**src/rtl/standoff_pkg.sv**
```systemverilog
// Shared state encoding and width helpers for the random delay timer.
package standoff_pkg;

  typedef enum logic [2:0] {
    ST_IDLE    = 3'd0,
    ST_SEED    = 3'd1,
    ST_COLLECT = 3'd2,
    ST_WAIT    = 3'd3,
    ST_FIRE    = 3'd4
  } state_e;

  // Bits needed to count 0..span-1 (never less than one bit).
  function automatic int unsigned cnt_w(input int unsigned span);
    return (span <= 1) ? 1 : $clog2(span);
  endfunction

  // Bits needed to hold min_ticks + 2^rand_bits - 1 without wrap.
  function automatic int unsigned tick_cnt_w(input int unsigned min_ticks,
                                             input int unsigned rand_bits);
    return cnt_w(min_ticks + (1 << rand_bits));
  endfunction

endpackage

```
**src/rtl/tick_gen.sv**
```systemverilog
// Prescaler: counts 0..TICK_DIV-1 while enabled and flags the last count.
module tick_gen
  import standoff_pkg::*;
#(
  parameter int unsigned TICK_DIV = 100000
) (
  input  logic clk,
  input  logic reset,
  input  logic clear,
  output logic tick
);

  localparam int unsigned PRE_W = cnt_w(TICK_DIV);
  localparam logic [PRE_W-1:0] LAST = PRE_W'(TICK_DIV - 1);

  logic [PRE_W-1:0] cnt;

  always_ff @(posedge clk) begin
    if (!reset || clear) begin
      cnt <= '0;
    end else if (cnt == LAST) begin
      cnt <= '0;
    end else begin
      cnt <= cnt + 1'b1;
    end
  end

  assign tick = !clear && (cnt == LAST);

endmodule

```
**src/rtl/random_delay_timer.sv**
```systemverilog
// Seeds an LFSR, collects RAND_BITS random bits, waits (MIN_TICKS + value)
// ticks, then pulses draw for one cycle.
module random_delay_timer
  import standoff_pkg::*;
#(
  parameter int unsigned TICK_DIV  = 100000,
  parameter int unsigned MIN_TICKS = 1000,
  parameter int unsigned RAND_BITS = 4
) (
  input  logic                 clk,
  input  logic                 reset,
  input  logic                 start,
  input  logic                 abort,
  input  logic                 rnd_bit,
  output logic                 lfsr_load,
  output logic                 busy,
  output logic                 draw,
  output logic [RAND_BITS-1:0] rnd_value
);

  localparam int unsigned BIT_W  = cnt_w(RAND_BITS);
  localparam int unsigned TCNT_W = tick_cnt_w(MIN_TICKS, RAND_BITS);

  state_e               state_q;
  state_e               state_d;
  logic [BIT_W-1:0]     bit_cnt;
  logic [TCNT_W-1:0]    tick_cnt;
  logic [RAND_BITS-1:0] rnd_shift;
  logic                 tick;
  logic                 tick_clear;
  logic                 last_bit;
  logic                 last_tick;
  logic                 lfsr_load_d;
  logic                 busy_d;
  logic                 draw_d;

  assign tick_clear = (state_q != ST_WAIT);
  assign rnd_shift  = (rnd_value << 1) | RAND_BITS'(rnd_bit);
  assign last_bit   = (bit_cnt == BIT_W'(RAND_BITS - 1));
  assign last_tick  = tick && (tick_cnt == TCNT_W'(1));

  tick_gen #(.TICK_DIV(TICK_DIV)) u_tick_gen (
    .clk  (clk),
    .reset(reset),
    .clear(tick_clear),
    .tick (tick)
  );

  // Next state and registered-output decode; abort beats start in IDLE.
  always_comb begin
    state_d     = state_q;
    lfsr_load_d = 1'b0;
    busy_d      = 1'b0;
    draw_d      = 1'b0;
    case (state_q)
      ST_IDLE:    if (start && !abort) state_d = ST_SEED;
      ST_SEED:    state_d = abort ? ST_IDLE : ST_COLLECT;
      ST_COLLECT: begin
        if (abort)         state_d = ST_IDLE;
        else if (last_bit) state_d = ST_WAIT;
      end
      ST_WAIT: begin
        if (abort)          state_d = ST_IDLE;
        else if (last_tick) state_d = ST_FIRE;
      end
      ST_FIRE:    state_d = ST_IDLE;
      default:    state_d = ST_IDLE;
    endcase
    lfsr_load_d = (state_d == ST_SEED);
    busy_d      = (state_d != ST_IDLE);
    draw_d      = (state_d == ST_FIRE);
  end

  always_ff @(posedge clk) begin
    if (!reset) begin
      state_q   <= ST_IDLE;
      lfsr_load <= 1'b0;
      busy      <= 1'b0;
      draw      <= 1'b0;
      bit_cnt   <= '0;
      tick_cnt  <= '0;
      rnd_value <= '0;
    end else begin
      state_q   <= state_d;
      lfsr_load <= lfsr_load_d;
      busy      <= busy_d;
      draw      <= draw_d;

      // An aborted collect keeps whatever bits were already shifted in.
      if (state_q == ST_COLLECT && !abort) begin
        rnd_value <= rnd_shift;
        bit_cnt   <= bit_cnt + 1'b1;
      end else begin
        bit_cnt   <= '0;
      end

      // Load on WAIT entry using the value that includes the final bit.
      if (state_d != ST_WAIT) begin
        tick_cnt <= '0;
      end else if (state_q != ST_WAIT) begin
        tick_cnt <= TCNT_W'(MIN_TICKS) + TCNT_W'(rnd_shift);
      end else if (tick) begin
        tick_cnt <= tick_cnt - 1'b1;
      end
    end
  end

endmodule

```
**config.mk**
```make
export PLATFORM = sky130hd
export DESIGN_NAME = random_delay_timer
export DESIGN_NICKNAME = d
export VERILOG_FILES = /design/src/rtl/standoff_pkg.sv /design/src/rtl/tick_gen.sv /design/src/rtl/random_delay_timer.sv
export SDC_FILE = /design/constraint.sdc
export NUM_CORES = 1
export LEC_CHECK = 0
export CORE_AREA = 2 2 57 59
export CTS_CLUSTER_DIAMETER = 120
export DETAILED_ROUTE_END_ITERATION = 8
export DIE_AREA = 0 0 59 61
export MAX_ROUTING_LAYER = met4
export PLACE_DENSITY = 0.87
export RECOVER_POWER = 50
export SYNTH_ARGS = -nofsm -noshare
export SYNTH_HDL_FRONTEND = slang
export SYNTH_SLANG_ARGS = --single-unit
```
**constraint.sdc**
```tcl
create_clock -name clk -period 2.75 [get_ports clk]
set_input_delay 0.55 -clock clk [delete_from_list [all_inputs] [get_ports clk]]
set_output_delay 0.55 -clock clk [all_outputs]
set_load 0.02 [all_outputs]
```
==> results.sh <==
export IMPL_status="complete, no violations"
export IMPL_worstReg2RegStart="u_tick_gen.cnt[0]$_SDFF_PP0_"
export IMPL_dieArea_um2=3600
export IMPL_required_ps=2980
export IMPL_yosysSeqAreaShare=0.435
export IMPL_setup_viol=0
export IMPL_slew_violations=0
export IMPL_layout_drive_gt1_share=0.0821
export IMPL_p_clk_frac=0.400
export IMPL_routed_wl_mm=3.35
export IMPL_syn_inst=190
export IMPL_cts_resized=0
export IMPL_dr_pass1_iters=4
export IMPL_ios=12
export IMPL_synthAdderAreaFrac=0.0279
export IMPL_yosys_area_top_type_share=0.435
export IMPL_syn_area_per_cell_um2=9.46
export IMPL_postCtsHoldBufs=0
export IMPL_ant_nets=0
export IMPL_core_um2=2950
export IMPL_synthSimpleGateAreaFrac=0.285
export IMPL_period_share=0.838
export IMPL_seq_area_um2=781
export IMPL_synth_seq_cells=39
export IMPL_worstSetupEndpointType="register"
export IMPL_relSlewSlack=0.444
export IMPL_tns_ps=0
export IMPL_die_y_um=61
export IMPL_arrival_ps=2540
export IMPL_max_freq_mhz=434
export IMPL_cts_tree="done"
export IMPL_clockBufferDepth=2
export IMPL_cts_root_buf="clkbuf_4"
export IMPL_yosys_area_top_type="dfxtp_1"
export IMPL_cap_violations=0
export IMPL_first_iter_violations=77
export IMPL_grtUsageTotal=0.222
export IMPL_rsz0062_at_grt="no"
export IMPL_io_buffers=11
export IMPL_synthFlopType="dfxtp_1"
export IMPL_cts_buffers=5
export IMPL_crit_chain="ha_1, and4_1, and4_1, nand4b_1, a2bb2oi_4, a211oi_1"
export IMPL_fin_crit_ps=2300
export IMPL_slowest_stage="and4_1"
export IMPL_fin_util=0.675
export IMPL_syn_nets=199
export IMPL_p_seq_frac=0.569
export IMPL_synth_edf_count=0
export IMPL_hp_start="bit_cnt[0]$_SDFF_PN0_"
export IMPL_synth_area_leaders="dfxtp_1 (43%), xor2_1 (6.3%), nor2_1 (5.8%)"
export IMPL_finalHoldViolCount=0
export IMPL_p_switching_w=0.000205
export IMPL_synthXorXnorAreaFrac=0.102
export IMPL_worstSkewPairLatency_ps=350
export IMPL_areaGrowthSynthToFinish_pct=11.0
export IMPL_vias_per_cell=5.76
export IMPL_dp_hpwl_mm=2.42
export IMPL_startpoint_type="register"
export IMPL_diodes=0
export IMPL_clock_sinks=39
export IMPL_die_w_um=59
export IMPL_num_rows=20
export IMPL_post_cts_buffers=0
export IMPL_reg2reg_to="tick_cnt[0]$_SDFFE_PP0P_"
export IMPL_postSynth_asyncResetShare=0
export IMPL_grt_pass1_wl_mm=5.81
export IMPL_critPathMostFrequentCell="and4_1"
export IMPL_netlist_area_um2=1800
export IMPL_cp_slowest_stage_delay_ps=510
export IMPL_grt_max_degree=18
export IMPL_clk_pin_slew_worst_paths_ps=110
export IMPL_finalPower_w=0.00100
export IMPL_initial_utilization=0.608
export IMPL_pwr_share_comb=0.031
export IMPL_min_path_type="reg2reg"
export IMPL_final_cell_mix="dfxtp_1 (39), nor2_1 (28), xor2_1 (13)"
export IMPL_synth_top_family_by_area="simple AND/OR/NAND/NOR gates"
export IMPL_wl_per_cell_um=14.0
export IMPL_grt_ovfl_total=0
export IMPL_grt_pass1_vias=1426
export IMPL_fill_cells=248
export IMPL_cp_max_fo=12
export IMPL_p_int_w=0.000798
export IMPL_hold_end="bit_cnt[0]$_SDFF_PN0_"
export IMPL_routabilityCongestion=0.929
export IMPL_p_leak_nw=0.688
export IMPL_synth_compound_area_frac=0.0870
export IMPL_switching_share=0.204
export IMPL_ir_drop_mv=0.321
export IMPL_p_per_area_nw_per_um2=503
export IMPL_multi_input_area_um2=942
export IMPL_synth_mux_area_frac=0.0390
export IMPL_antenna_found_initial=0
export IMPL_worstHoldPathCells=1
export IMPL_layout_commonest_cell="dfxtp_1"
export IMPL_num_nets_final=215
export IMPL_ys_types=36
export IMPL_drc=0
export IMPL_num_vias=1383
export IMPL_reg2reg_slack_ps=450
export IMPL_rr_worst_depth=6
export IMPL_tightestPinTransition_ps=828
export IMPL_htree_levels=2
export IMPL_path_class="reg2reg"
export IMPL_fin_skew_ps=10.2
export IMPL_yosysWarningCount=0
## Yosys cell counts (all sizes together), types with 4 or more instances
master	instances
nor2b	5
nor2	29
xnor2	8
a21oi	10
a211oi	4
nand3	10
ha	4
mux2i	7
xor2	13
nand2	11
dfxtp	39
inv	7
nor3	6
## per-stage QoR
step                std cells  hold slack [ps]  worst slack [ps]  area, µm²
global placement          232              404               471       1940
CTS                       240              434               485       2020
global route              240              448               290       1990
detailed placement        232              417               340       1940
finish                    240              430               445       1990
floorplan                 190              396              1010       1800
## metal layers
metal | vias up | GRT usage | share of wire
li1 | 690 | - | -
met1 | 656 | 0.227 | 0.43
met2 | 30 | 0.379 | 0.51
met3 | 7 | 0.0682 | 0.044
met4 | 0 | 0.120 | 0.016
met5 | - | - | 0
## area by class of cell
cell class              instances  share of cell area
clock buffers                   6              0.0257
multi-input cells             141               0.472
inverters                       7              0.0132
clock inverters                 2              0.0176
well taps                      33              0.0207
flip-flops and latches         39               0.391
repair buffers                 12              0.0590
## logic make-up after synthesis
logic type	after synthesis
XOR/XNOR	21
AO/OA/AOI/OAI	20
AND/OR/NAND/NOR	89
adder cells (fa/ha/maj)	4
buffers and inverters	10
multiplexers	7
flip-flops	39
## sequential cells by signal, summed over array words and instances (netlist names)
name / flops
bit_cnt: 2
busy: 1
draw: 1
lfsr_load: 1
rnd_value: 4
state_q: 3
tick_cnt: 10
u_tick_gen.cnt: 17
## worst max-delay path, delay by kind of cell, from the launching register on
kind	cells	cell delay (ps)
simple gates	3	1130
compound gates	2	460
flops	1	380
fa+ha+maj	1	220
## worst max-delay path by stage
stage / to / cells after the start / start / slack [ps]
floorplan: tick_cnt[4]$_SDFFE_PP0P_ / 7 / u_tick_gen.cnt[0]$_SDFF_PP0_ / 1010
global placement: tick_cnt[4]$_SDFFE_PP0P_ / 5 / reset / 470
global route: tick_cnt[9]$_SDFFE_PP0P_ / 6 / u_tick_gen.cnt[0]$_SDFF_PP0_ / 290
CTS: u_tick_gen.cnt[4]$_SDFF_PP0_ / 5 / u_tick_gen.cnt[0]$_SDFF_PP0_ / 490
detailed placement: tick_cnt[0]$_SDFFE_PP0P_ / 5 / reset / 340
finish: tick_cnt[0]$_SDFFE_PP0P_ / 6 / u_tick_gen.cnt[0]$_SDFF_PP0_ / 450
## power by group through the flow
stage / clock network (W) / logic (W) / registers [W]
2_1_floorplan: 0 / 0.0000165 / 0.000585
5_1_grt: 0.000434 / 0.0000332 / 0.000572
4_1_cts: 0.000412 / 0.0000329 / 0.000571
6_report: 0.000401 / 0.0000309 / 0.000571
3_5_place_dp: 0 / 0.0000327 / 0.000584
3_3_place_gp: 0 / 0.0000314 / 0.000583
Power figures use the tool's default switching activity.
